<file path="src/rtl/skew_feed_pkg.sv">
// skew_feed_pkg: constants and types used by the skew feed sequencer.
// The same LANES/DRAIN_CYC defaults are used when the skew shifter is
// instantiated, so the sequencer and the shifter agree on group size.
package skew_feed_pkg;

    localparam int ADDR_W_DEF    = 8;
    localparam int GRP_W_DEF     = 8;
    localparam int LANES_DEF     = 4;
    localparam int DRAIN_CYC_DEF = 3;

    typedef enum logic [1:0] {
        ST_IDLE  = 2'd0,
        ST_FEED  = 2'd1,
        ST_FLUSH = 2'd2,
        ST_DONE  = 2'd3
    } feed_state_t;

    // Saturating 16-bit increment used by the optional performance counters.
    function automatic logic [15:0] sat_inc16(input logic [15:0] value);
        return (value == 16'hFFFF) ? value : value + 16'd1;
    endfunction

endpackage

</file>
<file path="src/rtl/feed_addr_gen.sv">
// feed_addr_gen: holds the latched base address and group count, walks the
// word position (in-group lane index plus group index) and produces the
// current read address and the last-word flag. The address wraps modulo
// 2^ADDR_W.
module feed_addr_gen
    import skew_feed_pkg::*;
#(
    parameter int ADDR_W = ADDR_W_DEF,
    parameter int GRP_W  = GRP_W_DEF,
    parameter int LANES  = LANES_DEF,
    parameter int LANE_W = (LANES > 1) ? $clog2(LANES) : 1
) (
    input  logic              clk,
    input  logic              rst,
    input  logic              load,
    input  logic [ADDR_W-1:0] base_addr,
    input  logic [GRP_W-1:0]  num_grp,
    input  logic              advance,
    output logic [ADDR_W-1:0] rd_addr,
    output logic [LANE_W-1:0] grp_idx,
    output logic              last_word
);

    logic [ADDR_W-1:0] addr_q;
    logic [LANE_W-1:0] lane_q;
    logic [GRP_W-1:0]  grp_q;
    logic [GRP_W-1:0]  ngrp_q;

    // Load the command on accept, then step one word per issued read.
    always_ff @(posedge clk) begin
        if (rst) begin
            addr_q <= '0;
            lane_q <= '0;
            grp_q  <= '0;
            ngrp_q <= '0;
        end else if (load) begin
            addr_q <= base_addr;
            lane_q <= '0;
            grp_q  <= '0;
            ngrp_q <= num_grp;
        end else if (advance) begin
            addr_q <= addr_q + ADDR_W'(1);
            if (lane_q == LANE_W'(LANES - 1)) begin
                lane_q <= '0;
                grp_q  <= grp_q + GRP_W'(1);
            end else begin
                lane_q <= lane_q + LANE_W'(1);
            end
        end
    end

    assign rd_addr   = addr_q;
    assign grp_idx   = lane_q;
    assign last_word = (lane_q == LANE_W'(LANES - 1)) && (grp_q == ngrp_q - GRP_W'(1));

endmodule

</file>
<file path="src/rtl/skew_feed_ctrl.sv">
// skew_feed_ctrl: sequencer for the systolic-array skew shifter. Issues one
// buffer read per cycle in whole LANES-word groups, delays the read strobe
// into the shifter valid and array enable, and holds the array enabled for
// the skew drain.
// Optional feature macro: SKEW_FEED_PERF_EN adds stall_cycles/busy_cycles.
module skew_feed_ctrl
    import skew_feed_pkg::*;
#(
    parameter int ADDR_W    = ADDR_W_DEF,
    parameter int GRP_W     = GRP_W_DEF,
    parameter int LANES     = LANES_DEF,
    parameter int DRAIN_CYC = DRAIN_CYC_DEF
) (
    input  logic              clk,
    input  logic              rst,
    input  logic              start_valid,
    output logic              start_ready,
    input  logic [ADDR_W-1:0] base_addr,
    input  logic [GRP_W-1:0]  num_grp,
    input  logic              sa_stall,
    output logic              buf_rd_en,
    output logic [ADDR_W-1:0] buf_rd_addr,
    output logic              shift_valid,
    output logic              sa_en,
    output logic              busy,
    output logic              done,
    output logic              err
`ifdef SKEW_FEED_PERF_EN
    ,
    output logic [15:0]       stall_cycles,
    output logic [15:0]       busy_cycles
`endif
);

    localparam int LANE_W = (LANES > 1) ? $clog2(LANES) : 1;
    localparam int F_W    = $clog2(DRAIN_CYC + 3);

    feed_state_t       state_q;
    feed_state_t       state_d;
    logic [F_W-1:0]    flush_q;
    logic              err_q;
    logic              sv_q;
    logic              sa_q;
    logic              accept;
    logic              rd_en;
    logic              advance;
    logic              stall_now;
    logic [ADDR_W-1:0] rd_addr;
    logic [LANE_W-1:0] grp_idx;
    logic              last_word;

    feed_addr_gen #(
        .ADDR_W (ADDR_W),
        .GRP_W  (GRP_W),
        .LANES  (LANES),
        .LANE_W (LANE_W)
    ) u_addr_gen (
        .clk       (clk),
        .rst       (rst),
        .load      (accept),
        .base_addr (base_addr),
        .num_grp   (num_grp),
        .advance   (advance),
        .rd_addr   (rd_addr),
        .grp_idx   (grp_idx),
        .last_word (last_word)
    );

    // Next-state and read issue; stalls only take effect at a group start
    // so the shifter lane pointer never restarts mid-group.
    always_comb begin
        state_d   = state_q;
        accept    = 1'b0;
        rd_en     = 1'b0;
        advance   = 1'b0;
        stall_now = 1'b0;
        case (state_q)
            ST_IDLE: begin
                if (start_valid) begin
                    accept  = 1'b1;
                    state_d = (num_grp == '0) ? ST_DONE : ST_FEED;
                end
            end
            ST_FEED: begin
                stall_now = (grp_idx == '0) && sa_stall;
                if (!stall_now) begin
                    rd_en   = 1'b1;
                    advance = 1'b1;
                    if (last_word) begin
                        state_d = ST_FLUSH;
                    end
                end
            end
            ST_FLUSH: begin
                if (flush_q == F_W'(DRAIN_CYC + 1)) begin
                    state_d = ST_DONE;
                end
            end
            ST_DONE: begin
                state_d = ST_IDLE;
            end
            default: begin
                state_d = ST_IDLE;
            end
        endcase
    end

    // State register, drain counter, zero-length flag and the two delay stages.
    always_ff @(posedge clk) begin
        if (rst) begin
            state_q <= ST_IDLE;
            flush_q <= '0;
            err_q   <= 1'b0;
            sv_q    <= 1'b0;
            sa_q    <= 1'b0;
        end else begin
            state_q <= state_d;
            flush_q <= (state_q == ST_FLUSH) ? flush_q + F_W'(1) : '0;
            if (accept) begin
                err_q <= (num_grp == '0);
            end
            sv_q <= rd_en;
            sa_q <= sv_q;
        end
    end

`ifdef SKEW_FEED_PERF_EN
    // Saturating activity counters, restarted by each accepted command.
    always_ff @(posedge clk) begin
        if (rst || accept) begin
            stall_cycles <= '0;
            busy_cycles  <= '0;
        end else begin
            if (state_q != ST_IDLE) begin
                busy_cycles <= sat_inc16(busy_cycles);
            end
            if (stall_now) begin
                stall_cycles <= sat_inc16(stall_cycles);
            end
        end
    end
`endif

    assign start_ready = (state_q == ST_IDLE);
    assign busy        = (state_q != ST_IDLE);
    assign buf_rd_en   = rd_en;
    assign buf_rd_addr = rd_en ? rd_addr : '0;
    assign shift_valid = sv_q;
    assign sa_en       = sa_q || ((state_q == ST_FLUSH) && (flush_q >= F_W'(2)));
    assign done        = (state_q == ST_DONE);
    assign err         = (state_q == ST_DONE) && err_q;

endmodule

</file>
<file path="config.mk">
export PLATFORM = sky130hd
export DESIGN_NAME = skew_feed_ctrl
export DESIGN_NICKNAME = d
export VERILOG_FILES = /design/src/rtl/skew_feed_pkg.sv /design/src/rtl/feed_addr_gen.sv /design/src/rtl/skew_feed_ctrl.sv
export SDC_FILE = /design/constraint.sdc
export NUM_CORES = 1
export LEC_CHECK = 0
export ABC_AREA = 0
export BUFFER_PORTS_ARGS = -buffer_cell sky130_fd_sc_hd__buf_2
export CORE_ASPECT_RATIO = 1.2
export CORE_MARGIN = 10
export CORE_UTILIZATION = 55
export CTS_BUF_LIST = sky130_fd_sc_hd__clkbuf_8
export CTS_CLUSTER_SIZE = 30
export DETAILED_ROUTE_END_ITERATION = 7
export PLACE_DENSITY = 0.89
export SETUP_SLACK_MARGIN = 0.5
export SLEW_MARGIN = 20
export SYNTH_ARGS = -nofsm -noshare
export SYNTH_HDL_FRONTEND = slang
export SYNTH_HIERARCHICAL = 1
export SYNTH_SLANG_ARGS = --single-unit
</file>
<file path="constraint.sdc">
create_clock -name clk -period 4.8 [get_ports clk]
set_input_delay 0.96 -clock clk [delete_from_list [all_inputs] [get_ports clk]]
set_output_delay 0.96 -clock clk [all_outputs]
set_load 0.005 [all_outputs]
</file>
After elaboration in Yosys (flattened, before gate mapping)
Cells that the tools add are included.
- word-level logic and storage cells: 54
- flip-flop bits (word level): 34
- output and inout port bits: 15
- input bits: 20
- reductions and logical operators: 14
- muxes and demuxes: 14
- add/sub/neg operators: 5
- $lt $le $gt $ge: 1
- bitwise logic cells: 1
- equality and inequality tests: 10
- operators by type and width (operator ; number):
    2-to-1 mux 8 bit ; 3
    adder 8 x 1 -> 8 bit (second input constant) ; 2
    2-to-1 mux 2 bit ; 6
    equality test 8 bit ; 1
    logical NOT 8 bit ; 1
    != test 2 bit (second input constant) ; 4
    case mux 2 bit (4 select lines) ; 1
    subtractor 8 x 1 -> 8 bit (second input constant) ; 1
    equality test 2 bit (second input constant) ; 3
    logical AND 1 bit ; 4
    logical NOT 2 bit ; 2
    2-to-1 mux 1 bit ; 4
    AND reduction 4 bit ; 1
    nonzero test 2 bit ; 2
    OR reduction 2 bit ; 2
    adder 3 x 1 -> 3 bit (second input constant) ; 1
    equality test 3 bit (second input constant) ; 1
    greater-or-equal comparator 3 x 2 -> 1 bit (second input constant) ; 1
    adder 2 x 1 -> 2 bit (second input constant) ; 1
    equality test 2 x 1 -> 1 bit (second input constant) ; 1
    AND reduction 2 bit ; 1
    logical OR 1 bit ; 1
    NOT 1 bit ; 1

Longest topological paths before layout
Gate-level depths: netlist (run 1).
- word-level depth: 6
- gate-level depth with buffers: 9
- gate-level depth less buffers: 9

Cells and area by module
The synthesis (run 1) kept the hierarchy.
- modules (own cells, without submodules) (module ; times used ; cells each ; area each (sq um)):
    feed_addr_gen ; 1 ; 158 ; 1362.6
    skew_feed_ctrl ; 1 ; 59 ; 546.8

Worst setup path before layout (run 1)
OpenSTA, ideal clock, no wires.
- path kind: input to output
- start point: input port sa_stall
- end point: output port buf_rd_addr[0]
- buffers on the path: 0
- cell stages on the path: 2
- data arrival time: 1.389 ns
- setup slack: 2.451 ns
- data required time: 3.840 ns
- cells stage by stage: a21boi_2 > and2_1
- longest elaborated chain between the ends: 4
- ends and longest elaborated chain (element ; line ; RTL):
    from (decl) ; skew_feed_ctrl.sv:20 ; input logic sa_stall,
    logical AND 1 bit ; skew_feed_ctrl.sv:85 ; stall_now = (grp_idx == '0) && sa_stall;
    2-to-1 mux 1 bit ; skew_feed_ctrl.sv:86 ; if (!stall_now) begin
    2-to-1 mux 1 bit ; skew_feed_ctrl.sv:77 ; case (state_q)
    2-to-1 mux 8 bit ; skew_feed_ctrl.sv:147 ; assign buf_rd_addr = rd_en ? rd_addr : '0;
    to (decl) ; skew_feed_ctrl.sv:22 ; output logic [ADDR_W-1:0] buf_rd_addr,
No other way between the ends.

Final worst setup path (run 1)
- start point: input port sa_stall
- end point: output port buf_rd_addr[1]
The elaborated chain is that of the path after synthesis.

==> summary.txt, run 1 <==
Synth
  • Post-Syn Nets: 248
  • Biggest area consumer among synthesized cells: dfxtp_1
  • Synthesized instance count: 217
  • Sequential share of the synthesized area: 35.6%
  • Top-count cell post-synth: dfxtp_1
  • Cell area after synthesis: 0.00191 mm²
  • Post-synth ARST share: 0%
  • Synth area leaders: dfxtp_1 36%, ha_1 7.2%, mux2i_1 5.8%, nor2_1 5.7%, xnor2_1 5.5%
  • Netlist cell types: 44
  • Yosys top cell area share: 35.6%
  • Main synth FF type: dfxtp_1
  • Post-synth EDFFs: 0
  • Synth warn: 6
  • Number of synthesized register bits: 34
  • Avg Cell Area, Syn: 8.80 µm²
  • Leading post-synthesis cells by instance count: 34 x dfxtp_1, 29 x nor2_1, 15 x nand2_1

Routing
  • Wire per inst: 13.7 µm
  • Drt pass-1 iters: 4
  • WL final: 3940 µm
  • Vias per cell: 5.43
  • Final routed DRC violation total: 0
  • Final ANT Viol Nets: 0
  • Iter 0 DRT Violations: 112
  • Via Count: 1563

Critical path
  • Reg-to-Reg Start: u_addr_gen/ngrp_q[0]
  • Critical path class: primary input to output port
  • RR Endpoint: state_q[1]
  • Delay-heaviest family, CP: compound AO/OA/AOI/OAI gates
  • Crit-path max FO: 19
  • Worst r2r path cells: 9
  • Largest stage delay on the critical path: 0.58 ns
  • Most used cell, CP: buf_2
  • R2R Setup Slk: 2.46 ns
  • Worst EP required: 3.84 ns
  • Slowest stage cell on the critical path: a21boi_2
  • Crit path arrival time: 2.00 ns
  • Critical path capture point type: output port
  • Worst Path Buf+Inv: 2
  • Element type at the critical path start: primary input
  • Cell Chain, Critical Path: buf_2, a21boi_2, and2_1, buf_2

STA
  • Period utilization: 61.6%
  • Post-layout min period: 2.96 ns
  • Slew @ Worst Pin: 0.723 ns
  • Final Max Slew Viols: 0
  • Clk_skew: 0.00596 ns
  • FMAX: 338 MHz
  • Setup TNS Final: 0 ns
  • Endpoints failing setup: 0
  • Slew HR: 51.5%
  • Final hold violation count: 0
  • RSZ-0062 raised after global routing: false

Cells and area
  • Layout area overhead: 14.2%
  • Share of layout cells above drive strength 1: 20.7%
  • Nets: 281
  • Finished Layout Cells: 288
  • Antenna cells: 0

Global route
  • Total GRT Usage: 13.0%
  • Grt ovf: 0
  • Pin count of the biggest net entering global routing: 24
  • Vias in the first global route: 1518
  • Number of antenna violations at the first check in global routing: 0
  • First-pass GRT wire length: 6450 µm

Floorplanning
  • Die area: 0.00624 mm²
  • Initial Util: 57.2%
  • # rows: 23
  • I/O pins: 35
  • Die X-Extent: 73.8 µm
  • CORE AREA: 0.00334 mm²
  • Die Y: 84.5 µm

Clock network
  • Clock sink total: 34
  • Setup Buffers After CTS: 0
  • Cts hold-fix bufs: 0
  • Reg clk slew, reported paths: 0.07 ns
  • Clock Tree Buf Depth: 2
  • Worst skew pair latency: 0.29 ns
  • CTS tree: done
  • Resized cells post-CTS: 0
  • H-tree level count: 2
  • CTS Buf Count: 5
  • CTS root buffer: clkbuf_8

Place
  • GPL Wtd Cong: 0.892
  • PortBufs: 34
  • Placed Instances: 280
  • Post-DP HPWL: 3040 µm

Pwr
  • Maximum VDD drop: 0.000337 V
  • Static Leak: 0.894 nW
  • PD cells: 422 mW/mm²

Min path
  • Hold Path Sink: flush_q[0]
  • Worst min-delay path category: flop to flop
  • Worst Hold Depth: 1
  • Hold path start: flush_q[0]

Status
  • Run status: complete, no violations

Job
  • Max-cap check violation count: 0
==> sequential cells by signal, indices dropped and copies added (netlist names) <==
| register | cells |
|---|---|
| err_q | 1 |
| flush_q | 3 |
| sa_q | 1 |
| shift_valid | 1 |
| state_q | 2 |
| u_addr_gen/grp_idx | 2 |
| u_addr_gen/grp_q | 8 |
| u_addr_gen/ngrp_q | 8 |
| u_addr_gen/rd_addr | 8 |
==> worst register-to-register path, stage by stage (launching register included) <==
cell and delay, ns:
dfxtp_1 0.36, inv_1 0.07, ha_1 0.17, nor3b_2 0.30, mux2i_1 0.23, o31ai_1 0.09
a2111oi_1 0.44, or2b_1 0.22, a41oi_1 0.14, a311oi_2 0.25
==> layer usage <==
metal  global-route usage, %  wire, µm  vias up
li1                        -         -      811
met2                    21.1      1940       32
met1                    14.5      1710      714
met3                    4.36       224        6
met4                    6.45        70        0
met5                       0         0        -
==> report_power, final <==
part,internal (mW),switching (mW),leakage (nW)
clock,0.113,0.101,0.0524
combinational,0.160,0.182,0.564
sequential,0.322,0.0415,0.277
==> cells in the final DEF (no fill, tap or decap), types with 8 or more instances in the layout <==
| cell type | count |
|---|---|
| dfxtp_1 | 34 |
| buf_2 | 34 |
| nor2_1 | 29 |
| nand2_1 | 15 |
| inv_1 | 13 |
| and2_1 | 12 |
| xnor2_1 | 12 |
| ha_1 | 11 |
| mux2i_1 | 11 |
| xor2_1 | 8 |
==> stage by stage <==
step	instance area, µm²	hold slack (ns)	util (%)	worst slack (ns)	total power, mW
final	2180	0.456	65.3	1.84	0.921
after detailed placement	2090	0.453	62.6	1.82	0.715
after CTS	2180	0.467	65.3	1.82	0.933
after global routing	2180	0.485	65.3	1.77	0.988
after global placement	2090	0.435	62.6	1.87	0.701
after floorplan	1910	0.417	-	2.45	0.630
==> cells by family (layout without fill, tap and decap cells) <==
kind of cell / after synthesis / after routing / share of synthesized area, %
simple gates: 92 / 92 / 26.3
flops: 34 / 34 / 35.6
compound gates: 29 / 29 / 11.7
xor+xnor: 20 / 20 / 9.17
buf+inv: 20 / 54 / 4.26
fa+ha+maj: 11 / 11 / 7.21
mux: 11 / 11 / 5.77
==> layout make-up <==
cell class / instances / area [µm²]
Fill cell: 261 / 1160
Multi-Input combinational cell: 163 / 1150
Sequential cell: 34 / 681
Timing Repair Buffer: 34 / 170
Clock buffer: 6 / 82.6
Tap cell: 37 / 46.3
Inverter: 12 / 45.0
Clock inverter: 2 / 8.76
==> how the worst max path moves through the flow <==
stage	from	end	slack (ns)	cells past startpoint
3_3_place_gp	sa_stall	buf_rd_addr[4]	1.87	4
6_report	sa_stall	buf_rd_addr[1]	1.84	4
2_1_floorplan	sa_stall	buf_rd_addr[0]	2.45	2
3_5_place_dp	sa_stall	buf_rd_addr[1]	1.82	4
5_1_grt	sa_stall	buf_rd_addr[1]	1.77	4
4_1_cts	sa_stall	buf_rd_addr[1]	1.82	4
Power figures use the tool's default switching activity.
==> inputs of run 2 (changes only) <==
--- a/config.mk
+++ b/config.mk
@@ -9,11 +9,11 @@
 export BUFFER_PORTS_ARGS = -buffer_cell sky130_fd_sc_hd__buf_2
 export CORE_ASPECT_RATIO = 1.2
 export CORE_MARGIN = 10
-export CORE_UTILIZATION = 55
+export CORE_UTILIZATION = 52
 export CTS_BUF_LIST = sky130_fd_sc_hd__clkbuf_8
 export CTS_CLUSTER_SIZE = 30
 export DETAILED_ROUTE_END_ITERATION = 7
-export PLACE_DENSITY = 0.89
+export PLACE_DENSITY = 0.88
 export SETUP_SLACK_MARGIN = 0.5
 export SLEW_MARGIN = 20
 export SYNTH_ARGS = -nofsm -noshare
==> constraint.sdc (replaced) <==
create_clock -name clk -period 2.6 [get_ports clk]
set_input_delay 0.52 -clock clk [delete_from_list [all_inputs] [get_ports clk]]
set_output_delay 0.52 -clock clk [all_outputs]
set_load 0.005 [all_outputs]
==> run 2 against run 1 <==
  * Combinational power up 100%
  * First-iteration DRC count down 23%
  * Clock skew about the same
  * Die area up 4.3%
  * Sequential power up 86%
  * Final cell count up 2.1%
  * Hold slack worse by 0.0029 ns
==> summary.txt, run 2 (synthesis gave the netlist of run 1 again) <==
Status
  • Run status: complete, no violations (unchanged)

Job
  • Max-cap check violation count: 0 (unchanged)

Min path
  • Worst min-delay path category: flop to flop (unchanged)
  • Worst Hold Depth: 1 (unchanged)

STA
  • Slew HR: 70.8% (was 51.5%)
  • Endpoints failing setup: 0 (unchanged)
  • Final Max Slew Viols: 0 (unchanged)
  • Setup TNS Final: 0 ns (unchanged)
  • Clk_skew: 0.00638 ns (was 0.00596 ns)
  • FMAX: 488 MHz
  • Period utilization: 78.7%
  • Hold slack final: 0.454 ns (was 0.456 ns)
  • RSZ-0062 raised after global routing: true (was false)
  • Final hold violation count: 0 (unchanged)
  • Post-layout min period: 2.05 ns
  • Slew @ Worst Pin: 0.437 ns (was 0.723 ns)

Critical path
  • Largest stage delay on the critical path: 0.40 ns (was 0.58 ns)
  • R2R Setup Slk: 0.56 ns (was 2.46 ns)
  • Slowest stage cell on the critical path: dfxtp_1 (was a21boi_2)
  • Crit-path max FO: 11 (was 19)
  • CP startpoint: state_q[0] (was sa_stall)
  • Worst Path Buf+Inv: 2 (unchanged)
  • CP endpoint: buf_rd_addr[0] (was buf_rd_addr[1])
  • Critical path capture point type: output port (unchanged)
  • Critical path class: flop to output port (was primary input to output port)
  • Cell Chain, Critical Path: ha_2, a21boi_4, buf_4, and2_1, buf_2 (was buf_2, a21boi_2, and2_1, buf_2)
  • Reg-to-Reg Start: u_addr_gen/ngrp_q[0] (unchanged)
  • Delay-heaviest family, CP: flip-flops (was compound AO/OA/AOI/OAI gates)
  • Element type at the critical path start: flop (was primary input)
  • Worst r2r path cells: 9 (unchanged)
  • RR Endpoint: state_q[1] (unchanged)
  • Crit path depth: 5 (was 4)
  • Worst EP required: 2.08 ns (was 3.84 ns)
  • Crit path arrival time: 1.53 ns (was 2.00 ns)

Global route
  • Grt ovf: 0 (unchanged)
  • Vias in the first global route: 1577 (was 1518)
  • Number of antenna violations at the first check in global routing: 0 (unchanged)
  • Total GRT Usage: 13.3% (was 13.0%)
  • First-pass GRT wire length: 6870 µm (was 6450 µm)
  • Pin count of the biggest net entering global routing: 24 (unchanged)

Clock network
  • Reg clk slew, reported paths: 0.07 ns (about the same)
  • Clock sink total: 34 (unchanged)
  • CTS Buf Count: 5 (unchanged)
  • H-tree level count: 2 (unchanged)
  • CTS tree: done (unchanged)
  • Worst skew pair latency: 0.28 ns (was 0.29 ns)
  • CTS root buffer: clkbuf_8 (unchanged)
  • Clock Tree Buf Depth: 2 (unchanged)

Cells and area
  • Antenna cells: 0 (unchanged)
  • Nets: 287 (was 281)
  • Layout area overhead: 18.6% (was 14.2%)
  • Final-layout fill cell count: 295 (was 261)
  • Post-route cell area: 0.00226 mm² (was 0.00218 mm²)
  • Share of layout cells above drive strength 1: 24.7% (was 20.7%)
  • Commonest cells after routing, fill and taps aside: 34 x buf_2, 32 x dfxtp_1, 29 x nor2_1, 15 x nand2_1 (was 34 x dfxtp_1, 34 x buf_2, 29 x nor2_1, 15 x nand2_1, 13 x inv_1)
  • Commonest non-fill, non-tap cell in the layout: buf_2
  • Finished Layout Cells: 294 (was 288)

Floorplanning
  • Initial Util: 53.4% (was 57.2%)
  • I/O pins: 35 (unchanged)
  • Die area: 0.00651 mm² (was 0.00624 mm²)
  • CORE AREA: 0.00357 mm² (was 0.00334 mm²)
  • # rows: 24 (was 23)
  • Die Y: 86.4 µm (was 84.5 µm)
  • Die X-Extent: 75.3 µm (was 73.8 µm)

Routing
  • Via Count: 1596 (was 1563)
  • Iter 0 DRT Violations: 86 (was 112)
  • Final routed DRC violation total: 0 (unchanged)
  • Final ANT Viol Nets: 0 (unchanged)
  • Wire per inst: 13.7 µm (about the same)
  • WL final: 4030 µm (was 3940 µm)
  • Vias per cell: 5.43 (about the same)
  • Drt pass-1 iters: 4 (unchanged)

Place
  • Post-DP HPWL: 3030 µm (was 3040 µm)
  • PortBufs: 34 (unchanged)
  • Dpl cell area: 0.00211 mm² (was 0.00209 mm²)
  • GPL Wtd Cong: 0.821 (was 0.892)
  • Placed Instances: 284 (was 280)

Pwr
  • Maximum VDD drop: 0.000369 V (was 0.000337 V)
  • Static Leak: 0.925 nW (was 0.894 nW)
  • Total Power: 1.75 mW (was 921 µW)
  • PD cells: 772 mW/mm² (was 422 mW/mm²)
run 2: changes by cell type in the layout (fill, tap and decap cells not counted), sizes merged:
cell,change
inv,-1
buf,+6
clkinv,-1
run 2: repair_timing:
action | 4_1_cts | 5_1_grt
pin swaps | 5 | 1
endpoints found under the setup margin | 11 | 11
setup buffers | 4 | 0
hold endpoints to repair | 0 | 0
hold buffers | 0 | 0
gates resized for setup | 9 | 3
run 2: worst min path at each step:
| stage | slack (ns) | startpoint | to |
|---|---|---|---|
| detailed placement | 0.45 | flush_q[0] | flush_q[0] |
| global route | 0.47 | shift_valid | sa_q |
| global placement | 0.43 | flush_q[0] | flush_q[0] |
| finish | 0.45 | flush_q[0] | flush_q[0] |
| floorplan | 0.42 | flush_q[0] | flush_q[0] |
| CTS | 0.46 | flush_q[0] | flush_q[0] |
run 2: report_power, final:
group | switching [mW] | internal [mW] | total, mW | leakage, nW
Clock | 0.171 | 0.204 | 0.375 | 0.0431
Sequential | 0.0811 | 0.597 | 0.678 | 0.278
Combinational | 0.352 | 0.344 | 0.696 | 0.604
Total | 0.604 | 1.15 | 1.75 | 0.925
run 2: routing by layer:
layer / track usage [%] / vias to the layer above / wire, µm
met5: 0 / - / 0
met2: 21.2 / 39 / 1930
met1: 15.7 / 728 / 1760
li1: - / 824 / -
met3: 4.35 / 5 / 303
met4: 5.75 / 0 / 40
run 2: cell type report:
type	instances	area (µm²)	share of cell area, %
Sequential cell	34	686	30.3
Inverter	12	47.5	2.10
Tap cell	39	48.8	2.15
Clock buffer	6	82.6	3.65
Multi-Input combinational cell	163	1180	52.3
Timing Repair Buffer	40	215	9.50
run 2: stage by stage:
stage	utilization (%)	worst slack, ns
after floorplan	-	0.608
after global placement	59.0	0.513
after detailed placement	59.0	0.391
after CTS	63.0	0.503
after global routing	63.4	0.399
final	63.4	0.553
